[config.mk]
export PLATFORM = sky130hd
export DESIGN_NAME = audio_stream_ctrl
export DESIGN_NICKNAME = d
export VERILOG_FILES = /design/src/rtl/audio_stream_pkg.sv /design/src/rtl/audio_frame_fifo.sv /design/src/rtl/audio_stream_ctrl.sv
export SDC_FILE = /design/constraint.sdc
export NUM_CORES = 1
export LEC_CHECK = 0
export CAP_MARGIN = 10
export CORE_ASPECT_RATIO = 1.4
export CORE_MARGIN = 3
export CORE_UTILIZATION = 45
export CTS_CLUSTER_DIAMETER = 100
export DETAILED_ROUTE_END_ITERATION = 12
export HOLD_SLACK_MARGIN = 0.15
export PLACE_DENSITY = 0.74
export SYNTH_ARGS = -nofsm -noshare
export SYNTH_HDL_FRONTEND = slang
export SYNTH_SLANG_ARGS = --single-unit
[constraint.sdc]
create_clock -name clk -period 5.1 [get_ports clk]
set_clock_uncertainty 0.15 [all_clocks]
set_input_delay 1.02 -clock clk [delete_from_list [all_inputs] [get_ports clk]]
set_output_delay 1.02 -clock clk [all_outputs]
set_load 0.03 [all_outputs]
[src/rtl/audio_stream_pkg.sv]
// Shared types and constants for the audio stream controller.
package audio_stream_pkg;

  localparam int SAMPLE_W = 16;
  localparam int FRAME_W  = 32;
  localparam logic [SAMPLE_W-1:0] MIDSCALE = 16'h8000;

  // Byte assembler position: which byte of the stereo frame comes next.
  typedef enum logic [1:0] {
    B_LL = 2'd0,
    B_LH = 2'd1,
    B_RL = 2'd2,
    B_RH = 2'd3
  } asm_state_t;

  // Playback: PRIME waits for half a FIFO, PLAY pops one frame per tick.
  typedef enum logic {
    PRIME = 1'b0,
    PLAY  = 1'b1
  } play_state_t;

  // Byte order L low, L high, R low, R high, then back to L low.
  function automatic asm_state_t asm_next(input asm_state_t s);
    case (s)
      B_LL:    return B_LH;
      B_LH:    return B_RL;
      B_RL:    return B_RH;
      default: return B_LL;
    endcase
  endfunction

endpackage

[src/rtl/audio_frame_fifo.sv]
// Single-clock frame FIFO with exact occupancy count.
// A push while full is accepted only if a pop happens in the same cycle.
module audio_frame_fifo #(
  parameter int DEPTH = 16,
  parameter int WIDTH = 32
) (
  input  logic                     clk,
  input  logic                     reset,
  input  logic                     i_push,
  input  logic                     i_pop,
  input  logic [WIDTH-1:0]         i_wdata,
  output logic [WIDTH-1:0]         o_rdata,
  output logic                     o_full,
  output logic                     o_empty,
  output logic [$clog2(DEPTH):0]   o_level
);

  localparam int AW = $clog2(DEPTH);
  localparam int LW = AW + 1;

  logic [WIDTH-1:0] r_mem [DEPTH];
  logic [AW-1:0]    r_wr_ptr;
  logic [AW-1:0]    r_rd_ptr;
  logic [LW-1:0]    r_level;
  logic             w_push_ok;
  logic             w_pop_ok;

  assign o_full    = (r_level == LW'(DEPTH));
  assign o_empty   = (r_level == '0);
  assign o_level   = r_level;
  assign o_rdata   = r_mem[r_rd_ptr];
  assign w_pop_ok  = i_pop & ~o_empty;
  assign w_push_ok = i_push & (~o_full | w_pop_ok);

  // Storage array; written only on accepted pushes.
  always_ff @(posedge clk) begin
    if (w_push_ok) begin
      r_mem[r_wr_ptr] <= i_wdata;
    end
  end

  // Pointers wrap naturally (power-of-2 depth); level tracks push/pop balance.
  always_ff @(posedge clk or posedge reset) begin
    if (reset) begin
      r_wr_ptr <= '0;
      r_rd_ptr <= '0;
      r_level  <= '0;
    end else begin
      if (w_push_ok) r_wr_ptr <= r_wr_ptr + 1'b1;
      if (w_pop_ok)  r_rd_ptr <= r_rd_ptr + 1'b1;
      case ({w_push_ok, w_pop_ok})
        2'b10:   r_level <= r_level + 1'b1;
        2'b01:   r_level <= r_level - 1'b1;
        default: r_level <= r_level;
      endcase
    end
  end

endmodule

[src/rtl/audio_stream_ctrl.sv]
// UART byte stream to stereo DAC sample controller.
// Bytes arrive L low, L high, R low, R high; complete frames are buffered in a
// FIFO and played out one per sample period once the FIFO is half full.
// Optional build macro AUDIO_STREAM_RESYNC_EN adds an inter-byte idle timeout
// that drops a partial frame and realigns the assembler to L low.
//
//   assembler state | meaning
//   B_LL            | expecting left low byte
//   B_LH            | expecting left high byte
//   B_RL            | expecting right low byte
//   B_RH            | expecting right high byte; completes and pushes frame
//
//   playback state  | meaning
//   PRIME           | buffering, outputs held, no pops
//   PLAY            | one pop per sample tick; empty tick -> underrun, PRIME
module audio_stream_ctrl
  import audio_stream_pkg::*;
#(
  parameter int SAMPLE_DIV     = 250,
  parameter int FIFO_DEPTH     = 16,
  parameter int TIMEOUT_CYCLES = 1024
) (
  input  logic                          clk,
  input  logic                          reset,
  input  logic [7:0]                    rx_byte,
  input  logic                          rx_valid,
  input  logic                          clr_err,
  output logic                          sample_ce,
  output logic [SAMPLE_W-1:0]           sample_l,
  output logic [SAMPLE_W-1:0]           sample_r,
  output logic [$clog2(FIFO_DEPTH):0]   fifo_level,
  output logic                          playing,
  output logic                          underrun,
  output logic                          overrun
);

  localparam int LW    = $clog2(FIFO_DEPTH) + 1;
  localparam int DIV_W = $clog2(SAMPLE_DIV);
  localparam logic [DIV_W-1:0] DIV_LOAD = DIV_W'(SAMPLE_DIV - 1);
  localparam logic [LW-1:0]    PLAY_THRESH = LW'(FIFO_DEPTH / 2);

  // Sample divider and registered tick.
  logic [DIV_W-1:0] r_div;
  logic             r_sample_ce;
  logic             w_tick;

  // Byte assembler.
  asm_state_t       r_asm_state;
  asm_state_t       w_asm_cur;
  asm_state_t       w_asm_next;
  logic [15:0]      r_l;
  logic [7:0]       r_r_lo;
  logic             w_push;
  logic [FRAME_W-1:0] w_frame;

  // FIFO interface.
  logic [FRAME_W-1:0] w_head;
  logic               w_full;
  logic               w_empty;
  logic [LW-1:0]      w_level;

  // Playback.
  play_state_t      r_play_state;
  play_state_t      w_play_next;
  logic             w_pop;
  logic             w_underrun_evt;
  logic             w_overrun_evt;

  logic [SAMPLE_W-1:0] r_sample_l;
  logic [SAMPLE_W-1:0] r_sample_r;
  logic                r_underrun;
  logic                r_overrun;

  assign w_tick  = (r_div == '0);
  assign w_frame = {rx_byte, r_r_lo, r_l};

`ifdef AUDIO_STREAM_RESYNC_EN
  localparam int IDLE_W = $clog2(TIMEOUT_CYCLES + 1);
  logic [IDLE_W-1:0] r_idle;
  logic              w_timeout;

  assign w_timeout = (r_idle == IDLE_W'(TIMEOUT_CYCLES)) && (r_asm_state != B_LL);

  // Idle counter since last byte; saturates at the timeout value.
  always_ff @(posedge clk or posedge reset) begin
    if (reset) begin
      r_idle <= '0;
    end else if (rx_valid) begin
      r_idle <= '0;
    end else if (r_idle != IDLE_W'(TIMEOUT_CYCLES)) begin
      r_idle <= r_idle + 1'b1;
    end
  end
`endif

  // Divider counts SAMPLE_DIV-1 down to 0; the tick registers into sample_ce.
  always_ff @(posedge clk or posedge reset) begin
    if (reset) begin
      r_div       <= DIV_LOAD;
      r_sample_ce <= 1'b0;
    end else begin
      r_div       <= w_tick ? DIV_LOAD : r_div - 1'b1;
      r_sample_ce <= w_tick;
    end
  end

  // Assembler next state; a timeout realigns before the incoming byte is used.
  always_comb begin
    w_asm_cur  = r_asm_state;
`ifdef AUDIO_STREAM_RESYNC_EN
    if (w_timeout) w_asm_cur = B_LL;
`endif
    w_asm_next = w_asm_cur;
    w_push     = 1'b0;
    if (rx_valid) begin
      w_asm_next = asm_next(w_asm_cur);
      w_push     = (w_asm_cur == B_RH);
    end
  end

  // Assembler state register.
  always_ff @(posedge clk or posedge reset) begin
    if (reset) r_asm_state <= B_LL;
    else       r_asm_state <= w_asm_next;
  end

  // Partial-frame byte capture; the R high byte goes straight into the push.
  always_ff @(posedge clk or posedge reset) begin
    if (reset) begin
      r_l    <= '0;
      r_r_lo <= '0;
    end else if (rx_valid) begin
      case (w_asm_cur)
        B_LL:    r_l[7:0]  <= rx_byte;
        B_LH:    r_l[15:8] <= rx_byte;
        B_RL:    r_r_lo    <= rx_byte;
        default: r_r_lo    <= r_r_lo;
      endcase
    end
  end

  audio_frame_fifo #(
    .DEPTH (FIFO_DEPTH),
    .WIDTH (FRAME_W)
  ) u_fifo (
    .clk     (clk),
    .reset   (reset),
    .i_push  (w_push),
    .i_pop   (w_pop),
    .i_wdata (w_frame),
    .o_rdata (w_head),
    .o_full  (w_full),
    .o_empty (w_empty),
    .o_level (w_level)
  );

  // Playback next state, pop request and underrun detection.
  always_comb begin
    w_play_next    = r_play_state;
    w_pop          = 1'b0;
    w_underrun_evt = 1'b0;
    case (r_play_state)
      PRIME: begin
        if (w_level >= PLAY_THRESH) w_play_next = PLAY;
      end
      PLAY: begin
        if (w_tick) begin
          if (w_empty) begin
            w_underrun_evt = 1'b1;
            w_play_next    = PRIME;
          end else begin
            w_pop = 1'b1;
          end
        end
      end
      default: w_play_next = PRIME;
    endcase
  end

  // A full FIFO still accepts a push when a pop frees a slot that cycle.
  assign w_overrun_evt = w_push & w_full & ~w_pop;

  // Playback state register.
  always_ff @(posedge clk or posedge reset) begin
    if (reset) r_play_state <= PRIME;
    else       r_play_state <= w_play_next;
  end

  // Output samples load on the same edge that raises sample_ce.
  always_ff @(posedge clk or posedge reset) begin
    if (reset) begin
      r_sample_l <= MIDSCALE;
      r_sample_r <= MIDSCALE;
    end else if (w_pop) begin
      r_sample_l <= w_head[SAMPLE_W-1:0];
      r_sample_r <= w_head[FRAME_W-1:SAMPLE_W];
    end
  end

  // Sticky error flags; a new event outranks a simultaneous clear.
  always_ff @(posedge clk or posedge reset) begin
    if (reset) begin
      r_underrun <= 1'b0;
      r_overrun  <= 1'b0;
    end else begin
      r_underrun <= w_underrun_evt | (r_underrun & ~clr_err);
      r_overrun  <= w_overrun_evt  | (r_overrun  & ~clr_err);
    end
  end

  assign sample_ce  = r_sample_ce;
  assign sample_l   = r_sample_l;
  assign sample_r   = r_sample_r;
  assign fifo_level = w_level;
  assign playing    = (r_play_state == PLAY);
  assign underrun   = r_underrun;
  assign overrun    = r_overrun;

endmodule

==> results of run 1 <==
[how the worst max path moves through the flow]
stage          cells after the start                            end               start
2_1_floorplan                      5   u_fifo.r_mem[0][0]$_DFFE_PP_  r_div[2]$_DFF_PP0_
3_3_place_gp                       9  u_fifo.o_level[4]$_DFFE_PP0P_            rx_valid
3_5_place_dp                       9  u_fifo.o_level[4]$_DFFE_PP0P_            rx_valid
4_1_cts                           12  u_fifo.o_level[4]$_DFFE_PP0P_  r_div[1]$_DFF_PP0_
5_1_grt                           12  u_fifo.o_level[4]$_DFFE_PP0P_  r_div[1]$_DFF_PP0_
6_report                          12  u_fifo.o_level[4]$_DFFE_PP0P_  r_div[1]$_DFF_PP0_
[metal layers]
layer  vias to the layer above  GRT usage  routed length [um]
met4                         0     0.0584                1410
li1                       4571          -                   -
met1                      5722      0.222               18000
met2                       313      0.309               24800
met5                         -          0                   0
met3                        83     0.0230                2100
[stage by stage]
stage               setup WS (ps)  power, mW  hold slack [ps]  instance area (um^2)
floorplan                    -431       6.38              291                 23000
global placement              949       6.62              308                 24400
detailed placement            888       6.69              307                 24400
CTS                          1300       10.5              324                 26100
global route                 1090       10.7              352                 26100
finish                       1280       10.4              321                 26100
[layout make-up]
class | instances | share of cell area
clock inverter | 24 | 0.00810
sequential | 595 | 0.669
clock buffer | 72 | 0.0558
tap | 643 | 0.0308
timing repair buffer | 84 | 0.0310
inverter | 13 | 0.00196
multi-input combinational | 400 | 0.203
[layout by cell type, fill, tap and decap left out, types with 4 or more instances in the layout]
| cell | instances |
|---|---|
| edfxtp_1 | 512 |
| mux4_2 | 128 |
| dfrtp_1 | 72 |
| mux2_2 | 59 |
| clkbuf_16 | 52 |
| clkdlybuf4s50_1 | 52 |
| a21oi_1 | 35 |
| o22ai_1 | 35 |
| o22ai_2 | 30 |
| buf_4 | 28 |
| nand2_1 | 16 |
| ha_1 | 14 |
| xnor2_1 | 12 |
| inv_1 | 12 |
| clkbuf_1 | 12 |
| nor2_1 | 10 |
| o21ai_0 | 9 |
| clkinv_2 | 9 |
| clkbuf_8 | 8 |
| dfstp_2 | 8 |
| clkinv_1 | 7 |
| nand3_1 | 5 |
| xor2_1 | 4 |
| nor2_4 | 4 |
| nor3_4 | 4 |
| nor4bb_4 | 4 |
| nor4b_2 | 4 |
| buf_12 | 4 |
[cells by family (layout without fill, tap and decap cells)]
logic type | Yosys count | count (layout) | synth area share
flops | 595 | 595 | 0.760
mux | 187 | 187 | 0.154
buf+inv | 73 | 193 | 0.0152
fa+ha+maj | 14 | 14 | 0.00762
simple gates | 64 | 64 | 0.0170
compound gates | 119 | 119 | 0.0399
xor+xnor | 16 | 16 | 0.00610
[power breakdown]
part	switching [mW]	internal, mW	total (mW)
combinational	0.129	0.122	0.251
sequential	0.465	5.86	6.33
clock	1.68	2.15	3.83
[Yosys cell counts (8+ instances only)]
| cell type | number |
|---|---|
| o22ai_2 | 30 |
| o21ai_0 | 9 |
| nor2_1 | 14 |
| nand2_1 | 16 |
| xnor2_1 | 12 |
| a21oi_1 | 35 |
| dfstp_2 | 8 |
| edfxtp_1 | 512 |
| o22ai_1 | 35 |
| mux2_2 | 59 |
| dfrtp_1 | 75 |
| inv_1 | 13 |
| mux4_2 | 128 |
| clkbuf_1 | 32 |
| ha_1 | 14 |
| buf_2 | 15 |
[state kept, by name, summed over array words and instances, names as in the netlist]
| signal | count |
|---|---|
| overrun | 1 |
| r_r_lo | 8 |
| sample_r | 16 |
| sample_l | 16 |
| r_l | 16 |
| u_fifo.r_wr_ptr | 4 |
| underrun | 1 |
| sample_ce | 1 |
| playing | 1 |
| u_fifo.r_rd_ptr | 4 |
| u_fifo.r_mem | 512 |
| r_div | 8 |
| r_asm_state | 2 |
| u_fifo.o_level | 5 |
==> flow_metrics.tcl, run 1 <==
set metrics [dict create \
    status "complete, no violations" \
    crit_family "adder cells" \
    leakagePower_nw 8.30 \
    crit_required_ps 5400 \
    cts_max_level 2 \
    path_clk_slew_ps 70 \
    drive_above_1_share 0.304 \
    startpoint_type "flop" \
    ys_seq_area_frac 0.760 \
    cts_post_setup_buffers_inserted 0 \
    dieArea_mm2 0.0539 \
    arrival_ps 4110 \
    grt_max_degree 78 \
    fin_nets 1171 \
    drt-total-wl_mm 46.3 \
    drt_drc_violations_left 0 \
    holdPathStages 1 \
    first_pass_iters 7 \
    period_share 0.748 \
    rsz0062_at_grt "no" \
    antenna_found_initial 0 \
    cts_root_buf "clkbuf_16" \
    yosys-top-cells-area "edfxtp_1 (67%), mux4_2 (13%), dfrtp_1 (8.2%)" \
    ctsHoldBuffers 0 \
    ff2ff_setup_slack_ps 1280 \
    cp-end-kind "flop" \
    vias 10700 \
    async_reset_ff_frac 0.139 \
    ys_warn_count 0 \
    cp_max_fo 15 \
    syn_area_mm2 0.0230 \
    crit_top_cell "ha_1" \
    fin_cells 1831 \
    criticalPathCategory "flop to flop" \
    hold_path_class "flop to flop" \
    syn_to_final_growth_pct 13.6 \
    cts_tree "built" \
    timing.rr.end "u_fifo.o_level[4]$_DFFE_PP0P_" \
    syn_inst 1068 \
    yosysUniqueCellTypes 48 \
    setup-violations-final 0 \
    clock_latency_ps 570 \
    gp_congestion 0.739 \
    synth_nets 1094 \
    cts_resized 0 \
    rr_startpoint "r_div[1]$_DFF_PP0_" \
    synth-edff-count 512 \
    regArea_mm2 0.0175 \
    worst_pin_slew_ps 1120 \
    grt_pass1_vias 11400 \
    cp_slowest_stage_delay_ps 570 \
    synth_top_cell_by_area "edfxtp_1" \
    fmax_mhz 262 \
    path_buf_inv 1 \
    io_pins 53 \
    final-hold-violation-count 0 \
    drv_cap 0 \
    finish.utilization 0.520 \
    synth-seq-cells 595 \
    p_per_area_mw_per_mm2 399 \
    grt_pass1_wl_mm 70.9 \
    clockBufferDepth 3 \
    antenna_cells 0 \
    hp-start "r_div[0]$_DFF_PP1_" \
    cts.sinks 595 \
    post_drt_wl_per_cell_um 25.3 \
    drtAntennaViolNets 0 \
    min_to "r_div[0]$_DFF_PP1_" \
    avgViaCountPerCell 5.84 \
    synth_ff_type "edfxtp_1" \
    fillers 3863 \
    multi_input_area_mm2 0.00531 \
    die_h_um 273 \
    grt.total_usage 0.174 \
    dp.cells 1735 \
    row_count 97 \
    avgSynthCellArea_um2 21.5 \
    initial_core_util 0.457 \
    cts_buffers 51 \
    synth.top_cell.area_share 0.669 \
    setup_tns_ps 0 \
    core_mm2 0.0502 \
    ff2ff_path_depth 12 \
    crit_slowest_cell "ha_1" \
    gr-total-overflow 0 \
    path_cells "inv_1 -> ha_1 -> nand4bb_1 -> o211ai_2 -> nand3_2 -> ha_1 -> xor2_1 -> ha_1 -> o211a_1 -> o31ai_1 -> a31oi_1 -> xnor2_1" \
    irDropWorstVdd_uv 261 \
    slew_viol_final 0 \
    first_iter_violations 1077 \
    relSlewSlack 0.253 \
    portBuffers 52 \
    finalCriticalPeriod_ps 3820 \
    die_w_um 197 \
    place_hpwl_mm 26.8 \
]
Power figures use the tool's default switching activity.
==> inputs of run 2 (changes only) <==
- PLACE_DENSITY: 0.74 -> 0.72
- clock period: 5.1 -> 3.9 ns (I/O delays scaled with it)
==> run 2 against run 1 <==
Against the previous run: worst setup slack worse by 580 ps; highest routed layer unchanged; cell area is 0.61% higher; final cell count rose by 0.60%; critical endpoint unchanged; sequential cell count stayed put; first-iteration DRC count is 21% lower; largest cell class unchanged; clock power increased by 32%; sequential share of layout area shrank 0.40 points; sequential power up 30%; critical path depth did not move; die area unchanged; core utilization rose by 0.32 points.
==> flow_metrics.tcl, run 2 (same netlist as run 1, synthesis figures left out) <==
set metrics [dict create \
    status "complete, no violations" \
    p_per_area_mw_per_mm2 518 \
    hold_path_class "flop to flop" \
    die_w_um 197 \
    antenna_cells 0 \
    grtUsageMet2 0.326 \
    io_pins 53 \
    antenna_found_initial 0 \
    grt.met3_usage 0.0257 \
    startpoint_type "flop" \
    grt_pass1_wl_mm 72.3 \
    rsz0062_at_grt "no" \
    clockBufferDepth 3 \
    swShare 0.215 \
    relSlewSlack 0.303 \
    initial_core_util 0.457 \
    slew_viol_final 0 \
    p_int_mw 10.7 \
    place_hpwl_mm 26.3 \
    cts_max_level 2 \
    clock_latency_ps 590 \
    dp.cells 1743 \
    final-hold-violation-count 0 \
    grt_pass1_vias 11700 \
    gp_congestion 0.763 \
    portBuffers 52 \
    drtAntennaViolNets 0 \
    path_clk_slew_ps 60 \
    cts.sinks 595 \
    regMostFlops "u_fifo.r_mem" \
    fin_cells 1842 \
    cp-end-kind "flop" \
    fin_nets 1181 \
    setup_tns_ps 0 \
    first_pass_iters 4 \
    drv_cap 0 \
    post_drt_wl_per_cell_um 25.1 \
    first_iter_violations 852 \
    core_mm2 0.0502 \
    crit_required_ps 4200 \
    period_share 0.819 \
    arrival_ps 3500 \
    grt.total_usage 0.177 \
    final_common_cell "edfxtp_1" \
    crit_slowest_cell "dfrtp_1" \
    row_count 97 \
    fmax_mhz 313 \
    cp_max_fo 9 \
    dieArea_mm2 0.0539 \
    leakagePower_nw 8.38 \
    path_buf_inv 1 \
    met1_usage 0.218 \
    ctsHoldBuffers 0 \
    clkPwrFrac 0.371 \
    grt_max_degree 69 \
    finalCriticalPeriod_ps 3200 \
    cts_resized 0 \
    path_cells "inv_1 -> ha_1 -> nand4bb_1 -> o211ai_2 -> nand3_2 -> ha_1 -> xor2_1 -> ha_1 -> o211a_1 -> o31ai_1 -> a31oi_1 -> xnor2_1" \
    crit_family "compound AO/OA/AOI/OAI gates" \
    cts_root_buf "clkbuf_16" \
    die_h_um 273 \
    busiest_layer "met2" \
    power_frac_seq 0.605 \
    layout_common_cells "edfxtp_1 (512), mux4_2 (128), dfrtp_1 (72)" \
    irDropWorstVdd_uv 363 \
    largest_reg_flops 512 \
    vias 10600 \
    cts_buffers 53 \
    drt_drc_violations_left 0 \
    criticalPathCategory "flop to flop" \
    cts_tree "built" \
    cp_slowest_stage_delay_ps 410 \
    drt-total-wl_mm 46.2 \
    gr-total-overflow 0 \
    avgViaCountPerCell 5.76 \
    drive_above_1_share 0.309 \
    cts_post_setup_buffers_inserted 0 \
    pwr-share-comb 0.024 \
    crit_top_cell "ha_1" \
    syn_to_final_growth_pct 14.3 \
    netSwitchingPower_mw 2.93 \
    worst_pin_slew_ps 1050 \
    setup-violations-final 0 \
]
## run 2: changes by cell type in the layout (fill, tap and decap cells not counted)
cell        previous run  this run
clkbuf_16             52        55
clkinv_1               7         2
buf_4                 28        34
clkbuf_8               8        10
nor4b_4                0         4
clkbuf_1              12        18
buf_12                 4         6
nor4b_2                4         0
bufinv_16              3         1
clkinvlp_4             1         0
## run 2: final timing paths
path	endpoint	startpoint	depth (start not counted)	slack (ps)
min	r_div[0]$_DFF_PP1_	r_div[0]$_DFF_PP1_	1	340
max in group asynchronous	sample_l[11]$_DFFE_PP0N_	reset	3	2170
max	u_fifo.o_level[4]$_DFFE_PP0P_	r_div[1]$_DFF_PP0_	12	700
max reg2reg	u_fifo.o_level[4]$_DFFE_PP0P_	r_div[1]$_DFF_PP0_	12	700
min reg2reg	r_div[0]$_DFF_PP1_	r_div[0]$_DFF_PP1_	1	340
min in group asynchronous	sample_r[14]$_DFFE_PP0N_	reset	2	620
## run 2: power by group through the flow
stage	Sequential, mW	Clock (mW)	Combinational [mW]
after floorplan	8.14	0	0.214
after global placement	8.32	0	0.310
after detailed placement	8.37	0	0.325
after CTS	8.23	5.15	0.330
after global routing	8.31	5.40	0.358
final	8.24	5.05	0.322
## run 2: cell type report
cell class | instances | area (um^2)
Timing Repair Buffer | 92 | 896
Tap cell | 643 | 805
Fill cell | 3869 | 24000
Inverter | 13 | 51.3
Clock buffer | 83 | 1580
Clock inverter | 16 | 125
Multi-Input combinational cell | 400 | 5350
Sequential cell | 595 | 17500
## run 2: metal layers
| metal | vias up | part of all wire |
|---|---|---|
| met2 | 239 | 0.55 |
| li1 | 4581 | - |
| met3 | 75 | 0.038 |
| met1 | 5722 | 0.39 |
| met5 | - | 0 |
| met4 | 0 | 0.023 |
## run 2: stage by stage
| step | utilization | hold WS (ps) | power, mW | area, um^2 | setup slack, ps |
|---|---|---|---|---|---|
| 2_1_floorplan | - | 291 | 8.35 | 23000 | -232 |
| 3_3_place_gp | 0.489 | 306 | 8.63 | 24600 | 879 |
| 3_5_place_dp | 0.489 | 324 | 8.69 | 24600 | 772 |
| 4_1_cts | 0.523 | 339 | 13.7 | 26300 | 770 |
| 5_1_grt | 0.523 | 356 | 14.1 | 26300 | 436 |
| 6_report | 0.523 | 337 | 13.6 | 26300 | 704 |
==> inputs of run 3 (changes only) <==
- clock period: 3.9 -> 3 ns (I/O delays scaled with it)
==> run 3 against run 2 <==
Against the previous run: cell area grew 1.8%; non-clock buffer count grew 18; register-to-register slack lost 540 ps; final cell count grew 0.65%; global-route usage grew 0.52 points.
==> flow_metrics.tcl, run 3 (same netlist as run 1, synthesis figures left out) <==
set metrics [dict create \
    arrival_ps 3140 \
    cts_buffers 49 \
    cts_max_level 2 \
    swShare 0.212 \
    cts_post_setup_buffers_inserted 0 \
    final_common_cell "edfxtp_1" \
    pwr-share-comb 0.024 \
    criticalPathCategory "flop to flop" \
    drv_cap 0 \
    drt-total-wl_mm 47.5 \
    layout_setup_ws_ps 163 \
    fmax_mhz 353 \
    grt_max_degree 49 \
    grt.total_usage 0.182 \
    ctsHoldBuffers 0 \
    p_per_area_mw_per_mm2 670 \
    gr-total-overflow 0 \
    largest_reg_flops 512 \
    power_frac_seq 0.599 \
    hold_path_class "input pin to async pin" \
    first_iter_violations 1027 \
    syn_to_final_growth_pct 16.4 \
    core_mm2 0.0502 \
    io_pins 53 \
    grt_pass1_vias 11400 \
    clockBufferDepth 3 \
    die_h_um 273 \
    crit_required_ps 3310 \
    startpoint_type "flop" \
    irDropWorstVdd_uv 449 \
    grt_pass1_wl_mm 73.1 \
    drt_drc_violations_left 0 \
    cts_root_buf "clkbuf_16" \
    period_share 0.946 \
    gp_congestion 0.783 \
    vias 10700 \
    regMostFlops "u_fifo.r_mem" \
    rsz0062_at_grt "no" \
    clkPwrFrac 0.377 \
    initial_core_util 0.457 \
    slew_viol_final 0 \
    cts_resized 0 \
    clock_latency_ps 570 \
    netSwitchingPower_mw 3.79 \
    leakagePower_nw 8.55 \
    path_clk_slew_ps 70 \
    relSlewSlack 0.406 \
    final-hold-violation-count 0 \
    finalCriticalPeriod_ps 2840 \
    row_count 97 \
    cp_max_fo 9 \
    antenna_found_initial 1 \
    cp_slowest_stage_delay_ps 600 \
    cp-end-kind "flop" \
    drtAntennaViolNets 0 \
    die_w_um 197 \
    status "complete, no violations" \
    fin_nets 1195 \
    placed_area_mm2 0.0250 \
    setup-violations-final 0 \
    rr_startpoint "r_div[3]$_DFF_PP1_" \
    p_int_mw 14.1 \
    first_pass_iters 5 \
    post_drt_wl_per_cell_um 25.6 \
    startpoint "r_div[3]$_DFF_PP1_" \
    avgViaCountPerCell 5.77 \
    portBuffers 52 \
    place_hpwl_mm 28.0 \
    dieArea_mm2 0.0539 \
    crit_slowest_cell "or4_4" \
    worst_pin_slew_ps 888 \
    cts_tree "built" \
    design_area_mm2 0.0268 \
    cts.sinks 595 \
    path_cells "or4_4 -> o211ai_4 -> nand3_4 -> ha_4 -> xor2_1 -> ha_2 -> o211a_1 -> o31ai_1 -> a31oi_1 -> xnor2_1" \
    ff2ff_setup_slack_ps 160 \
    dp_slack_ps 170 \
    layout_common_cells "edfxtp_1 (512), mux4_2 (128), dfrtp_1 (72)" \
    drive_above_1_share 0.323 \
]
run 3: cell types whose count changed in the layout (fill, tap and decap cells not counted), moves of 2 or more:
cell	change
buf_12	+22
bufinv_16	+6
clkbuf_1	-5
buf_4	-4
clkbuf_16	-4
clkinv_4	-2
ha_1	-2
run 3: cell type report:
class	instances	area, um^2
Multi-Input combinational cell	400	5400
Inverter	13	51.3
Fill cell	3792	23500
Clock buffer	73	1450
Tap cell	643	805
Antenna cell	1	2.50
Clock inverter	19	274
Timing Repair Buffer	110	1310
Sequential cell	595	17500
run 3: metrics by stage:
stage	power, mW	setup TNS, ps	util	cells	hold WS, ps
6_report	17.9	0	0.533	1854	174
5_1_grt	18.5	0	0.532	1853	166
4_1_cts	18.0	0	0.532	1853	152
3_5_place_dp	11.3	0	0.498	1761	306
3_3_place_gp	11.3	0	0.498	1761	302
2_1_floorplan	10.9	-81800	-	1068	291
run 3: power groups by stage:
| stage | clock (mW) | combinational, mW | sequential, mW |
|---|---|---|---|
| floorplan | 0 | 0.281 | 10.6 |
| global placement | 0 | 0.412 | 10.8 |
| detailed placement | 0 | 0.431 | 10.9 |
| CTS | 6.88 | 0.435 | 10.7 |
| global route | 7.21 | 0.469 | 10.8 |
| finish | 6.76 | 0.424 | 10.7 |
run 3: per-layer routing:
layer / GRT usage / share of wire
met1: 0.220 / 0.37
met2: 0.339 / 0.56
met3: 0.0230 / 0.041
met4: 0.0597 / 0.029
met5: 0 / 0
run 3: final timing paths:
| kind | end | cells past startpoint |
|---|---|---|
| worst min register to register | r_div[0]$_DFF_PP1_ | 1 |
| worst max-delay path | u_fifo.o_level[4]$_DFFE_PP0P_ | 10 |
| max in group asynchronous | sample_r[15]$_DFFE_PP1N_ | 3 |
| min in group clk | r_div[0]$_DFF_PP1_ | 1 |
| worst max register to register | u_fifo.o_level[4]$_DFFE_PP0P_ | 10 |
| worst min-delay path | sample_r[14]$_DFFE_PP0N_ | 2 |
run 3: worst max-delay path, delay by kind of cell (launching register included):
kind                       cells  cell delay, ps
AOI/OAI and AO/OA              4             760
xor gates and xnor gates       2             280
adders and majority gates      2             420
DFF                            1             390
and+or+nand+nor                2             730
